## src/rtl/arith_pkg.sv

```systemverilog
// Shared definitions for the bit-serial arithmetic blocks (adder/subtractor family).
package arith_pkg;

  localparam int unsigned DefaultW = 4;

  typedef enum logic [1:0] {
    StIdle  = 2'd0,
    StShift = 2'd1,
    StDone  = 2'd2
  } arith_state_e;

endpackage

```

## src/rtl/full_subtractor_1bit.sv

```systemverilog
// One-bit full subtractor: diff = x - y - bin, with borrow-out.
module full_subtractor_1bit (
  input  logic x_i,
  input  logic y_i,
  input  logic bin_i,
  output logic diff_o,
  output logic bout_o
);

  always_comb begin
    diff_o = x_i ^ y_i ^ bin_i;
    bout_o = (~x_i & y_i) | (~(x_i ^ y_i) & bin_i);
  end

endmodule

```

## src/rtl/serial_subtractor_4bit.sv

```systemverilog
// Bit-serial W-bit subtractor, LSB first, one bit per clock behind a start/done handshake.
module serial_subtractor_4bit
  import arith_pkg::*;
#(
  parameter int unsigned W = DefaultW
) (
  input  logic         clk,
  input  logic         rst_n,
  input  logic         start,
  input  logic [W-1:0] a,
  input  logic [W-1:0] b,
  input  logic         bin,
  output logic         ready,
  output logic         done,
  output logic [W-1:0] d,
  output logic         bout
);

  localparam int unsigned CntW = $clog2(W);
  localparam logic [CntW-1:0] CntLast = CntW'(W - 1);

  arith_state_e  state_q, state_d;
  logic [W-1:0]  sa_q, sa_d;
  logic [W-1:0]  sb_q, sb_d;
  logic [W-1:0]  res_q, res_d;
  logic          br_q, br_d;
  logic [CntW-1:0] cnt_q, cnt_d;
  logic [W-1:0]  d_q, d_d;
  logic          bout_q, bout_d;

  logic          fs_diff;
  logic          fs_bout;

  full_subtractor_1bit u_fs (
    .x_i   (sa_q[0]),
    .y_i   (sb_q[0]),
    .bin_i (br_q),
    .diff_o(fs_diff),
    .bout_o(fs_bout)
  );

  always_comb begin
    state_d = state_q;
    sa_d    = sa_q;
    sb_d    = sb_q;
    res_d   = res_q;
    br_d    = br_q;
    cnt_d   = cnt_q;
    d_d     = d_q;
    bout_d  = bout_q;

    unique case (state_q)
      StIdle: begin
        if (start) begin
          sa_d    = a;
          sb_d    = b;
          br_d    = bin;
          cnt_d   = '0;
          state_d = StShift;
        end
      end
      StShift: begin
        res_d = {fs_diff, res_q[W-1:1]};
        sa_d  = sa_q >> 1;
        sb_d  = sb_q >> 1;
        br_d  = fs_bout;
        if (cnt_q == CntLast) begin
          // Load outputs on the last bit so d/bout are already valid while done is high.
          d_d     = {fs_diff, res_q[W-1:1]};
          bout_d  = fs_bout;
          state_d = StDone;
        end else begin
          cnt_d = cnt_q + CntW'(1);
        end
      end
      StDone: begin
        state_d = StIdle;
      end
      default: begin
        state_d = StIdle;
      end
    endcase
  end

  always_ff @(posedge clk or negedge rst_n) begin
    if (!rst_n) begin
      state_q <= StIdle;
      sa_q    <= '0;
      sb_q    <= '0;
      res_q   <= '0;
      br_q    <= 1'b0;
      cnt_q   <= '0;
      d_q     <= '0;
      bout_q  <= 1'b0;
    end else begin
      state_q <= state_d;
      sa_q    <= sa_d;
      sb_q    <= sb_d;
      res_q   <= res_d;
      br_q    <= br_d;
      cnt_q   <= cnt_d;
      d_q     <= d_d;
      bout_q  <= bout_d;
    end
  end

  always_comb begin
    ready = (state_q == StIdle);
    done  = (state_q == StDone);
    d     = d_q;
    bout  = bout_q;
  end

endmodule

```

## config.mk

```make
export PLATFORM = sky130hd
export DESIGN_NAME = serial_subtractor_4bit
export DESIGN_NICKNAME = d
export VERILOG_FILES = /design/src/rtl/arith_pkg.sv /design/src/rtl/full_subtractor_1bit.sv /design/src/rtl/serial_subtractor_4bit.sv
export SDC_FILE = /design/constraint.sdc
export NUM_CORES = 1
export LEC_CHECK = 0
export ABC_CLOCK_PERIOD_IN_PS = 3300
export CAP_MARGIN = 0
export CORE_MARGIN = 2
export CORE_UTILIZATION = 53
export DETAILED_ROUTE_END_ITERATION = 10
export PLACE_DENSITY = 0.83
export SETUP_SLACK_MARGIN = 0.15
export SLEW_MARGIN = 10
export SYNTH_ARGS = -nofsm -noshare
export SYNTH_HDL_FRONTEND = slang
export SYNTH_SLANG_ARGS = --single-unit
```

## constraint.sdc

```tcl
create_clock -name clk -period 3.3 [get_ports clk]
set_clock_uncertainty 0.2 [all_clocks]
set_input_delay 0.33 -clock clk [delete_from_list [all_inputs] [get_ports clk]]
set_output_delay 0.33 -clock clk [all_outputs]
set_load 0.1 [all_outputs]
```

==> Word level (Yosys, flattened, before mapping) <==
Cells that the tools add are included.
{ "classes": {"shift": 0, "reduce_logical": 6, "n_lt_le_gt_ge": 0, "n_mul": 0, "mux": 12, "bitwise_logic": 7, "n_eq_ne": 6, "addsub": 1, "div": 0} }
{ "ops": {"columns": ["operator", "n"], "rows": [
  ["$pmux 4 s2", 2],
  ["$mux 2", 4],
  ["$mux 4", 2],
  ["$pmux 2 s2", 2],
  ["$ne 2x2->1 const B", 3],
  ["$reduce_and 2->1", 3],
  ["$eq 2x2->1 const B", 2],
  ["$reduce_and 3->1", 1],
  ["$add 2x1->2 const B", 1],
  ["$and 1x1->1", 2],
  ["$eq 2x1->1 const B", 1],
  ["$logic_not 2->1", 1],
  ["$not 1->1", 2],
  ["$pmux 1 s2", 1],
  ["$reduce_bool 2->1", 1],
  ["$xor 1x1->1", 2],
  ["$mux 1", 1],
  ["$or 1x1->1", 1]
]} }
{ "word_totals": {"wordCells": 40, "rom_bits": 0, "latchBits": 0, "register_bits": 22, "mem_count": 0, "output_inout_bits": 7, "ram_bits": 0} }

==> Depth between registers and ports, before layout <==
Gate-level depths: netlist of run 1.
{ "logic_depth": {"ltp_word": 5, "mapped_depth": 4, "mapped_depth_nobuf": 3} }

==> Hierarchy <==
From an unflattened synthesis of run 1, not the netlist that was laid out.
{ "hier_totals": {"cells_unflattened": 79, "hier_area_um2": 1006.0} }
{ "by_module_without_submodules": {"columns": ["mod", "instances", "cells_each", "seq_area_each_um2", "area_each_um2"], "rows": [
  ["serial_subtractor_4bit", 1, 75, 525.5, 974.7],
  ["full_subtractor_1bit", 1, 4, 0.0, 31.3]
]} }

==> Least setup slack after synthesis of run 1 <==
Ideal clock, no wire load.
{ "synth_timing": {"path_type": "register -> output", "startpoint": "reg state_q[0]", "endpoint": "out done", "path_stages_with_launch": 4, "slack_ns": 0.799, "required_ns": 2.770, "t_arrival_ns": 1.971, "cell_sequence": "dfrtp_1 buf_6 buf_4 nor2b_1"} }
{ "synth_between": {"elab_chain_cells": 1} }
{ "synth_lines": {"columns": ["item", "line_no", "source"], "rows": [
  ["start: declaration", "serial_subtractor_4bit.sv:22", "arith_state_e state_q, state_d;"],
  ["start signal: assignment", "serial_subtractor_4bit.sv:87", "state_q <= StIdle;"],
  ["start signal: assignment", "serial_subtractor_4bit.sv:96", "state_q <= state_d;"],
  ["$eq 2x2->1", "serial_subtractor_4bit.sv:109", "done = (state_q == StDone);"],
  ["end: declaration", "serial_subtractor_4bit.sv:14", "output logic done,"]
]} }
Every way passes these cells.

==> Worst setup path in the final report of run 1 <==
{ "layout_timing": {"startpoint": "reg d_q[1] (netlist: d[1])", "endpoint": "out d[1]"} }
{ "layout_rtl": {"columns": ["item", "line_no", "source"], "rows": [
  ["start: declaration", "serial_subtractor_4bit.sv:28", "logic [W-1:0] d_q, d_d;"],
  ["start signal: assignment", "serial_subtractor_4bit.sv:93", "d_q <= '0;"],
  ["start signal: assignment", "serial_subtractor_4bit.sv:102", "d_q <= d_d;"],
  ["end: declaration", "serial_subtractor_4bit.sv:15", "output logic [W-1:0] d,"]
]} }
No word-level cell between the ends.

==> results of run 1 <==
[per-stage QoR]
stage,hold WS (ns),std cells
2_1_floorplan,-0.166,78
3_5_place_dp,0.294,117
3_3_place_gp,0.276,117
6_report,0.315,121
5_1_grt,0.341,121
4_1_cts,0.320,121
[worst paths after layout]
kind	from	to	slack, ns	cells after the start
min reg2reg	d[3]$_DFFE_PN0P_	d[3]$_DFFE_PN0P_	0.32	1
max	d[1]$_DFFE_PN0P_	d[1]	0.99	1
max reg2reg	state_q[0]$_DFFE_PN0P_	d[2]$_DFFE_PN0P_	1.56	2
min in group asynchronous	rst_n	d[3]$_DFFE_PN0P_	0.35	1
max in group asynchronous	rst_n	res_q[3]$_DFFE_PN0N_	1.99	1
min	d[3]$_DFFE_PN0P_	d[3]$_DFFE_PN0P_	0.32	1
[per-layer routing]
metal	wire (µm)	part of all wire [%]	track usage, %	vias to the layer above
met2	867	49	27.8	18
met4	17	0.96	6.11	0
met3	79	4.4	3.85	4
li1	-	-	-	324
met1	814	46	27.3	309
met5	0	0	0	-
[flip-flops by register name, indices dropped and copies added, names as in the netlist]
register,cells
state_q,2
br_q,1
sa_q,4
d,4
cnt_q,2
sb_q,4
bout,1
res_q,3
[Yosys cell counts, types with 2 or more instances]
cell      count  share of area, %
a222oi_1      3               3.0
or4b_1        3               3.0
dfrtp_1      21                53
o221a_2       3               3.4
buf_4         3               2.3
inv_1         7               2.6
nor3b_1       2               1.5
nand2b_1      5               3.1
mux2_2        7               7.9
nor4b_1       2               1.8
nor2b_1       5               3.1
[kinds of logic after synthesis]
family / Yosys count
AND/OR/NAND/NOR: 22
AO/OA/AOI/OAI: 14
buffers and inverters: 11
adder cells (fa/ha/maj): 2
multiplexers: 8
flip-flops: 21
[area by class of cell]
type / count / area (µm²) / share of cell area, %
Sequential cell: 21 / 526 / 44.1
Multi-Input combinational cell: 46 / 408 / 34.2
Timing Repair Buffer: 18 / 175 / 14.7
Tap cell: 25 / 31.3 / 2.62
Clock buffer: 4 / 26.3 / 2.20
Inverter: 7 / 26.3 / 2.20
==> metrics.md, run 1 <==
| Metric | Value |
|---|---|
| Max cap viols | `0` |
| Number of synthesized flops with an enable pin | `0` |
| Rows | `15` |
| WL final | `roughly 1800 µm` |
| Placed Area | `1170 µm²` |
| Final hold vios | `0` |
| Yosys warnings | `0` |
| Post-route ant nets | `0` |
| First-pass GRT wire length | `~2900 µm` |
| Setup TNS | `0 ns` |
| Final worst path period share | `70.1%` |
| Die Wd | `47.3 µm` |
| H-tree depth | `1` |
| Place WS | `between 1 and 1.5 ns` |
| Setup repair after global routing missed its margin | `false` |
| Num ports | `19` |
| Final setup viols | `0` |
| CP endpoint kind | `output pin` |
| Clock latency on the worst-skew pair | `0.29 ns` |
| Sequential fraction of the synthesis area | `~53%` |
| Slowest cell on crit path | `clkdlybuf4s50_1` |
| Synth Area in Compound Gates | `13.1%` |
| Post-route cell area | `about 1200 µm²` |
| Post-CTS setup buffers | `0` |
| Via count | `655` |
| Data required, critical path | `around 2.8 ns` |
| Seq cells post-synth | `21` |
| Synth cell types | `28` |
| Avg Inst Size Synth | `12.7 µm²` |
| Area Growth Syn to Fin | `20.0%` |
| Main synth FF type | `dfrtp_1` |
| Detailed Routing Iterations Pass 1 | `4` |
| # fillers | `between 100 and 150` |
| Gpl congestion | `between 0.6 and 0.7` |
| Final min period | `roughly 2.3 ns` |
| CTS tree | `built` |
| Initial core utilization | `a little under three fifths` |
| Vert. Die Dim | `about 47 µm` |
| Detailed Place HPWL | `around 1300 µm` |
| Crit path max fanout | `2` |
| Via density | `5.41` |
| # diodes | `0` |
| DIE AREA | `about 2200 µm²` |
| Mapped cell area | `slightly below 1000 µm²` |
| Number of global-route vias before repair | `approximately 630` |
| Clock Tree Buf Depth | `2` |
| Pin count of the biggest net entering global routing | `22` |
| Most common cell after layout, fill and taps aside | `dfrtp_1` |
| Crit path buf inv count | `1` |
| Status | `finished, final reports clean` |
| Aggregate global-route resource usage | `roughly a fifth` |
| Slew HR | `35.7%` |
| CTS root buf | `clkbuf_4` |
| Fmax | `approximately 430 MHz` |
| Post-Syn Instances | `78` |
| Antenna violations before repair | `0` |
| Hold WC Path Type | `reg2reg` |
| Total grt overflow | `0` |
| CP peak stage delay | `1.13 ns` |
| Worst path top cell family by delay | `buffers and inverters` |
| Drc violations | `0` |
| Buffers on Ports | `18` |
| Worst Setup Slack, final | `0.985 ns` |
| Tightest Pin Transition | `between 0.9 and 1 ns` |
| XOR/XNOR Fraction of Synth Area | `0%` |
| Most frequent cells in the layout | `dfrtp_1 (21), clkdlybuf4s50_1 (16), inv_1 (7), mux2_2 (7)` |
| Clock sink count | `21` |
| Net count after synthesis | `between 90 and 100` |
| Largest family of logic cells by synthesized area | `simple AND/OR/NAND/NOR gates` |
| Core area | `1750 µm²` |
| Async set-reset flop share out of synthesis | `100%` |
| Worst Setup Path Type | `reg2out` |
| WL/cell | `around 15 µm` |
| CTS Buf Count | `3` |
| WP data arrival | `roughly 1.8 ns` |
| Mux share of post-synthesis cell area | `under 10%` |
| Setup crit start kind | `register` |
| Share of post-route cells with drive strength above 1 | `17.7%` |
| Detailed Route Iter0 Violations | `17` |
| Final core occ | `between 60% and 70%` |
| Critical-path cell list | `clkdlybuf4s50_1` |
| Cts hold-fix bufs | `0` |
| Clock slew at reported path FFs | `0.11 ns` |
| Synth Area in Simple Gates | `between 10% and 20%` |
| Synth Area in Adders | `about 3.3%` |
| Cts repair resizes | `0` |
| Final net count | `about 110` |
| Max Slew Vio Count | `0` |
Power of run 1 is not shown: default switching activity piles up to over one toggle a cycle in this logic, so the estimate is an artifact.
==> inputs of run 2 (changes only) <==
Settings changed: ABC_CLOCK_PERIOD_IN_PS 3300 to 2000, CORE_UTILIZATION 53 to 45, PLACE_DENSITY 0.83 to 0.75.
Clock period 3.3 ns to 2 ns, I/O delays scaled along.
==> run 2 against run 1 <==
  * Die area up 16%
  * Hold slack worse by 0.28 ns
  * Clock-buffer cell count is the same
  * Design area rose by 3.5%
  * Via count grew 2.7%
  * Flip-flop and latch count unchanged
  * Critical path depth rose by 2
  * First-iteration DRC count rose by 12%
  * Largest cell class unchanged
==> metrics.md, run 2 (synthesis gave the netlist of run 1 again) <==
| Metric | Value |
|---|---|
| Status | `finished, final reports clean (unchanged)` |
| Via count | `673 (was 655)` |
| Pin count of the biggest net entering global routing | `22 (unchanged)` |
| Crit path max fanout | `10 (was 2)` |
| Initial core utilization | `46.2% (was 56.9%)` |
| Data required, critical path | `1.60 ns (was 2.77 ns)` |
| First-pass GRT wire length | `2980 µm (was 2920 µm)` |
| Most frequent cells in the layout | `dfrtp_1 (19), clkdlybuf4s50_1 (11), inv_1 (7), mux2_2 (7), buf_4 (7) (was dfrtp_1 (21), clkdlybuf4s50_1 (16), inv_1 (7), mux2_2 (7))` |
| Final worst path period share | `86.2%` |
| Antenna violations before repair | `0 (unchanged)` |
| Gpl congestion | `0.712 (was 0.685)` |
| Number of global-route vias before repair | `670 (was 634)` |
| M1 wire length | `773 µm (was 814 µm)` |
| Final net count | `113 (was 111)` |
| WL/cell | `13.9 µm (was 14.7 µm)` |
| Clock sink count | `21 (unchanged)` |
| CTS root buf | `clkbuf_4 (unchanged)` |
| Fmax | `between 500 and 600 MHz` |
| Rows | `17 (was 15)` |
| Num ports | `19 (unchanged)` |
| Setup repair after global routing missed its margin | `false (unchanged)` |
| WP data arrival | `1.32 ns (was 1.78 ns)` |
| Share of post-route cells with drive strength above 1 | `27.6% (was 17.7%)` |
| Detailed Route Iter0 Violations | `19 (was 17)` |
| Clock slew at reported path FFs | `0.11 ns (about the same)` |
| Clock Tree Buf Depth | `2 (unchanged)` |
| Max Slew Vio Count | `0 (unchanged)` |
| Drc violations | `0 (unchanged)` |
| Aggregate global-route resource usage | `15.4% (was 18.7%)` |
| Cts repair resizes | `0 (unchanged)` |
| Cts hold-fix bufs | `0 (unchanged)` |
| Area Growth Syn to Fin | `24.2% (was 20.0%)` |
| H-tree depth | `1 (unchanged)` |
| CP endpoint kind | `output pin (unchanged)` |
| Die Wd | `51.0 µm (was 47.3 µm)` |
| Vert. Die Dim | `51.0 µm (was 47.3 µm)` |
| Final setup viols | `0 (unchanged)` |
| Setup TNS | `0 ns (unchanged)` |
| CTS tree | `built (unchanged)` |
| # diodes | `0 (unchanged)` |
| Core area | `2150 µm² (was 1750 µm²)` |
| Post-route ant nets | `0 (unchanged)` |
| DIE AREA | `2600 µm² (was 2240 µm²)` |
| Detailed Place HPWL | `1280 µm (about the same)` |
| Setup crit start kind | `register (unchanged)` |
| Final min period | `around 1.7 ns` |
| Worst Setup Path Type | `reg2out (unchanged)` |
| Tightest Pin Transition | `0.498 ns (was 0.961 ns)` |
| Wire length on met2 | `889 µm (was 867 µm)` |
| Most common cell after layout, fill and taps aside | `dfrtp_1 (unchanged)` |
| CTS Buf Count | `3 (unchanged)` |
| Via density | `5.34 (was 5.41)` |
| Final hold vios | `0 (unchanged)` |
| Met3 wire len | `67 µm (was 79 µm)` |
| WL final | `1750 µm (was 1780 µm)` |
| R2R depth | `3 (was 2)` |
| Detailed Routing Iterations Pass 1 | `5 (was 4)` |
| Hold WC Path Type | `in2async (was reg2reg)` |
| Total grt overflow | `0 (unchanged)` |
| Clock latency on the worst-skew pair | `0.30 ns (was 0.29 ns)` |
| Buffers on Ports | `18 (unchanged)` |
| DR top layer | `met4 (unchanged)` |
| Slew HR | `66.8% (was 35.7%)` |
| Max cap viols | `0 (unchanged)` |
| Post-CTS setup buffers | `0 (unchanged)` |
[run 2: cell count changes in the layout (fill, tap and decap cells not counted)]
cell             delta
buf_4               +5
clkdlybuf4s50_1     -5
dfrtp_2             +2
nor2_4              +1
dfrtp_1             -2
nor2_2              -1
nor2b_2             +1
buf_12              +2
nor2b_1             -1
[run 2: metal layers]
layer	global-route usage, %	vias up
met1	19.3	328
met4	6.76	0
met2	25.8	13
met5	0	-
met3	2.92	2
li1	-	330
[run 2: worst paths after layout]
kind                            slack, ns                   start                endpoint
worst max-delay path                 0.28  state_q[0]$_DFFE_PN0P_                    done
worst min-delay path                 0.04                   rst_n        bout$_DFFE_PN0P_
worst max register to register       0.36    cnt_q[0]$_DFFE_PN0P_        d[0]$_DFFE_PN0P_
worst min register to register       0.31     sb_q[3]$_DFFE_PN0P_     sb_q[3]$_DFFE_PN0P_
max in group asynchronous            1.33                   rst_n  state_q[0]$_DFFE_PN0P_
min in group clk                     0.27                    b[3]     sb_q[3]$_DFFE_PN0P_
[run 2: layout make-up]
type	instances	area, µm²
fill	195	915
sequential	21	528
multi-input combinational	46	415
timing repair buffer	20	203
tap	28	35.0
clock buffer	4	26.3
inverter	7	26.3
[run 2: per-stage QoR]
stage | area [µm²] | hold WS (ns) | setup slack [ns] | instances | util [%]
floorplan | 1000 | -0.296 | 0.154 | 78 | -
global placement | 1200 | 0.275 | 0.253 | 122 | 56.1
detailed placement | 1200 | 0.283 | 0.213 | 122 | 56.1
CTS | 1230 | 0.0402 | 0.163 | 126 | 57.3
global route | 1230 | 0.0543 | 0.205 | 126 | 57.4
finish | 1230 | 0.0389 | 0.277 | 126 | 57.4
[run 2: worst max-delay path, cell delays in order (launching register included)]
cell and delay, ns:
dfrtp_2 0.49, buf_4 0.19, nor2b_2 0.15, buf_12 0.19
Power of run 2 is left out for the same reason.
==> inputs of run 3 (changes only) <==
Settings changed: PLACE_DENSITY 0.75 to 0.71.
==> run 3 against run 2 <==
  * Hold slack improved by 0.0040 ns
  * Sequential share of layout area unchanged
  * Cell count did not move
  * Non-clock buffer count unchanged
  * First-iteration DRC count did not move
  * Setup slack lost 0.0062 ns
  * Routed wire length is 2.5% lower
  * Critical path depth unchanged
  * Design area is the same
  * Core utilization stayed put
  * Register-to-register slack is essentially flat
  * Global-route usage is 0.71 points lower
==> metrics.md, run 3 (synthesis gave the netlist of run 1 again) <==
| Metric | Value |
|---|---|
| Post-route ant nets | `0 (unchanged)` |
| Die Wd | `51.0 µm (unchanged)` |
| Clock latency on the worst-skew pair | `0.29 ns (was 0.30 ns)` |
| Hold WC Path Type | `in2async (unchanged)` |
| Placed Area | `1200 µm² (unchanged)` |
| Clock Tree Buf Depth | `2 (unchanged)` |
| Post-CTS setup buffers | `0 (unchanged)` |
| Core area | `2150 µm² (unchanged)` |
| Max Slew Vio Count | `0 (unchanged)` |
| Most frequent cells in the layout | `dfrtp_1 (19), clkdlybuf4s50_1 (11), inv_1 (7), mux2_2 (7), buf_4 (7) (unchanged)` |
| Worst path top cell family by delay | `flip-flops (unchanged)` |
| FF-to-FF setup slack | `0.37 ns (was 0.36 ns)` |
| Gpl congestion | `0.743 (was 0.712)` |
| CTS root buf | `clkbuf_4 (unchanged)` |
| Final hold vios | `0 (unchanged)` |
| Area Growth Syn to Fin | `24.2% (unchanged)` |
| WP data arrival | `1.33 ns (was 1.32 ns)` |
| # diodes | `0 (unchanged)` |
| WL final | `1700 µm (was 1750 µm)` |
| Fmax | `578 MHz (was 580 MHz)` |
| Crit path max fanout | `12 (was 10)` |
| Drc violations | `0 (unchanged)` |
| Status | `finished, final reports clean (unchanged)` |
| Total grt overflow | `0 (unchanged)` |
| Share of post-route cells with drive strength above 1 | `27.6% (unchanged)` |
| Via count | `676 (was 673)` |
| H-tree depth | `1 (unchanged)` |
| Setup crit start kind | `register (unchanged)` |
| WL/cell | `13.5 µm (was 13.9 µm)` |
| Slew HR | `67.6% (was 66.8%)` |
| Final worst path period share | `86.5% (was 86.2%)` |
| Clock sink count | `21 (unchanged)` |
| Final hold slack | `0.0429 ns (was 0.0389 ns)` |
| Final setup viols | `0 (unchanged)` |
| DIE AREA | `2600 µm² (unchanged)` |
| Multi-input gate area | `415 µm² (unchanged)` |
| Critical-path cell list | `buf_4 > nor2b_2 > buf_12 (unchanged)` |
| Final core occ | `57.4% (unchanged)` |
| Final min period | `1.73 ns (was 1.72 ns)` |
| Antenna violations before repair | `0 (unchanged)` |
| Detailed Route Iter0 Violations | `19 (unchanged)` |
| Via density | `5.37 (was 5.34)` |
| Aggregate global-route resource usage | `14.7% (was 15.4%)` |
| Post-route cell area | `1230 µm² (unchanged)` |
| # fillers | `192 (was 195)` |
| Slowest cell on crit path | `dfrtp_2 (unchanged)` |
| Final net count | `113 (unchanged)` |
| Most common cell after layout, fill and taps aside | `dfrtp_1 (unchanged)` |
| Detailed Place HPWL | `1320 µm (was 1280 µm)` |
| Initial core utilization | `46.2% (unchanged)` |
| CTS tree | `built (unchanged)` |
| Num ports | `19 (unchanged)` |
| First-pass GRT wire length | `2840 µm (was 2980 µm)` |
| CP peak stage delay | `0.51 ns (was 0.49 ns)` |
| CP endpoint kind | `output pin (unchanged)` |
| Pin count of the biggest net entering global routing | `22 (unchanged)` |
| Max cap viols | `0 (unchanged)` |
| Tightest Pin Transition | `0.485 ns (was 0.498 ns)` |
| Rows | `17 (unchanged)` |
| Buffers on Ports | `18 (unchanged)` |
| Data required, critical path | `1.60 ns (about the same)` |
| Number of global-route vias before repair | `645 (was 670)` |
| Clock slew at reported path FFs | `0.11 ns (about the same)` |
| Detailed Routing Iterations Pass 1 | `4 (was 5)` |
| Worst Setup Path Type | `reg2out (unchanged)` |
| Register area | `528 µm² (unchanged)` |
| Setup repair after global routing missed its margin | `false (unchanged)` |
| Vert. Die Dim | `51.0 µm (unchanged)` |
| Setup TNS | `0 ns (unchanged)` |
| Crit path buf inv count | `2 (unchanged)` |
| CTS Buf Count | `3 (unchanged)` |
[run 3: cell counts in the layout (fill, tap and decap cells not counted)]
Identical to the previous run, type by type.
[run 3: worst register-to-register path: stages (launching register included)]
cell	delay, ns
dfrtp_1	0.43
ha_1	0.26
nand3b_1	0.26
mux2_2	0.38
[run 3: final cells by class]
cell class                      count  share of cell area [%]
Timing Repair Buffer               20                    16.4
Multi-Input combinational cell     46                    33.7
Clock buffer                        4                    2.13
Inverter                            7                    2.13
Sequential cell                    21                    42.8
Tap cell                           28                    2.84
[run 3: timing repair]
action / in CTS / in global routing
hold buffers: 0 / 0
gates resized for setup: 0 / 2
endpoints found under the setup margin: 0 / 1
hold endpoints to repair: 0 / 0
[run 3: through the flow]
stage	setup slack [ns]	instances
3_3_place_gp	0.243	122
6_report	0.270	126
3_5_place_dp	0.189	122
4_1_cts	0.190	126
2_1_floorplan	0.154	78
5_1_grt	0.200	126
[run 3: worst paths after layout]
check                                             from                      to  cells after the start
worst max-delay path            state_q[0]$_DFFE_PN0P_                    done                      3
worst min-delay path                             rst_n        bout$_DFFE_PN0P_                      2
worst max register to register    cnt_q[0]$_DFFE_PN0P_        d[0]$_DFFE_PN0P_                      3
worst min register to register     sb_q[3]$_DFFE_PN0P_     sb_q[3]$_DFFE_PN0P_                      1
max in group asynchronous                        rst_n  state_q[1]$_DFFE_PN0P_                      2
min in group clk                                  b[3]     sb_q[3]$_DFFE_PN0P_                      3
[run 3: layer usage]
metal / GRT usage, % / up-vias / share of wire, %
li1: - / 328 / -
met1: 19.0 / 327 / 45
met2: 23.8 / 17 / 50
met3: 2.92 / 4 / 4.1
met4: 6.31 / 0 / 1.7
met5: 0 / - / 0
Power of run 3 is left out for the same reason.
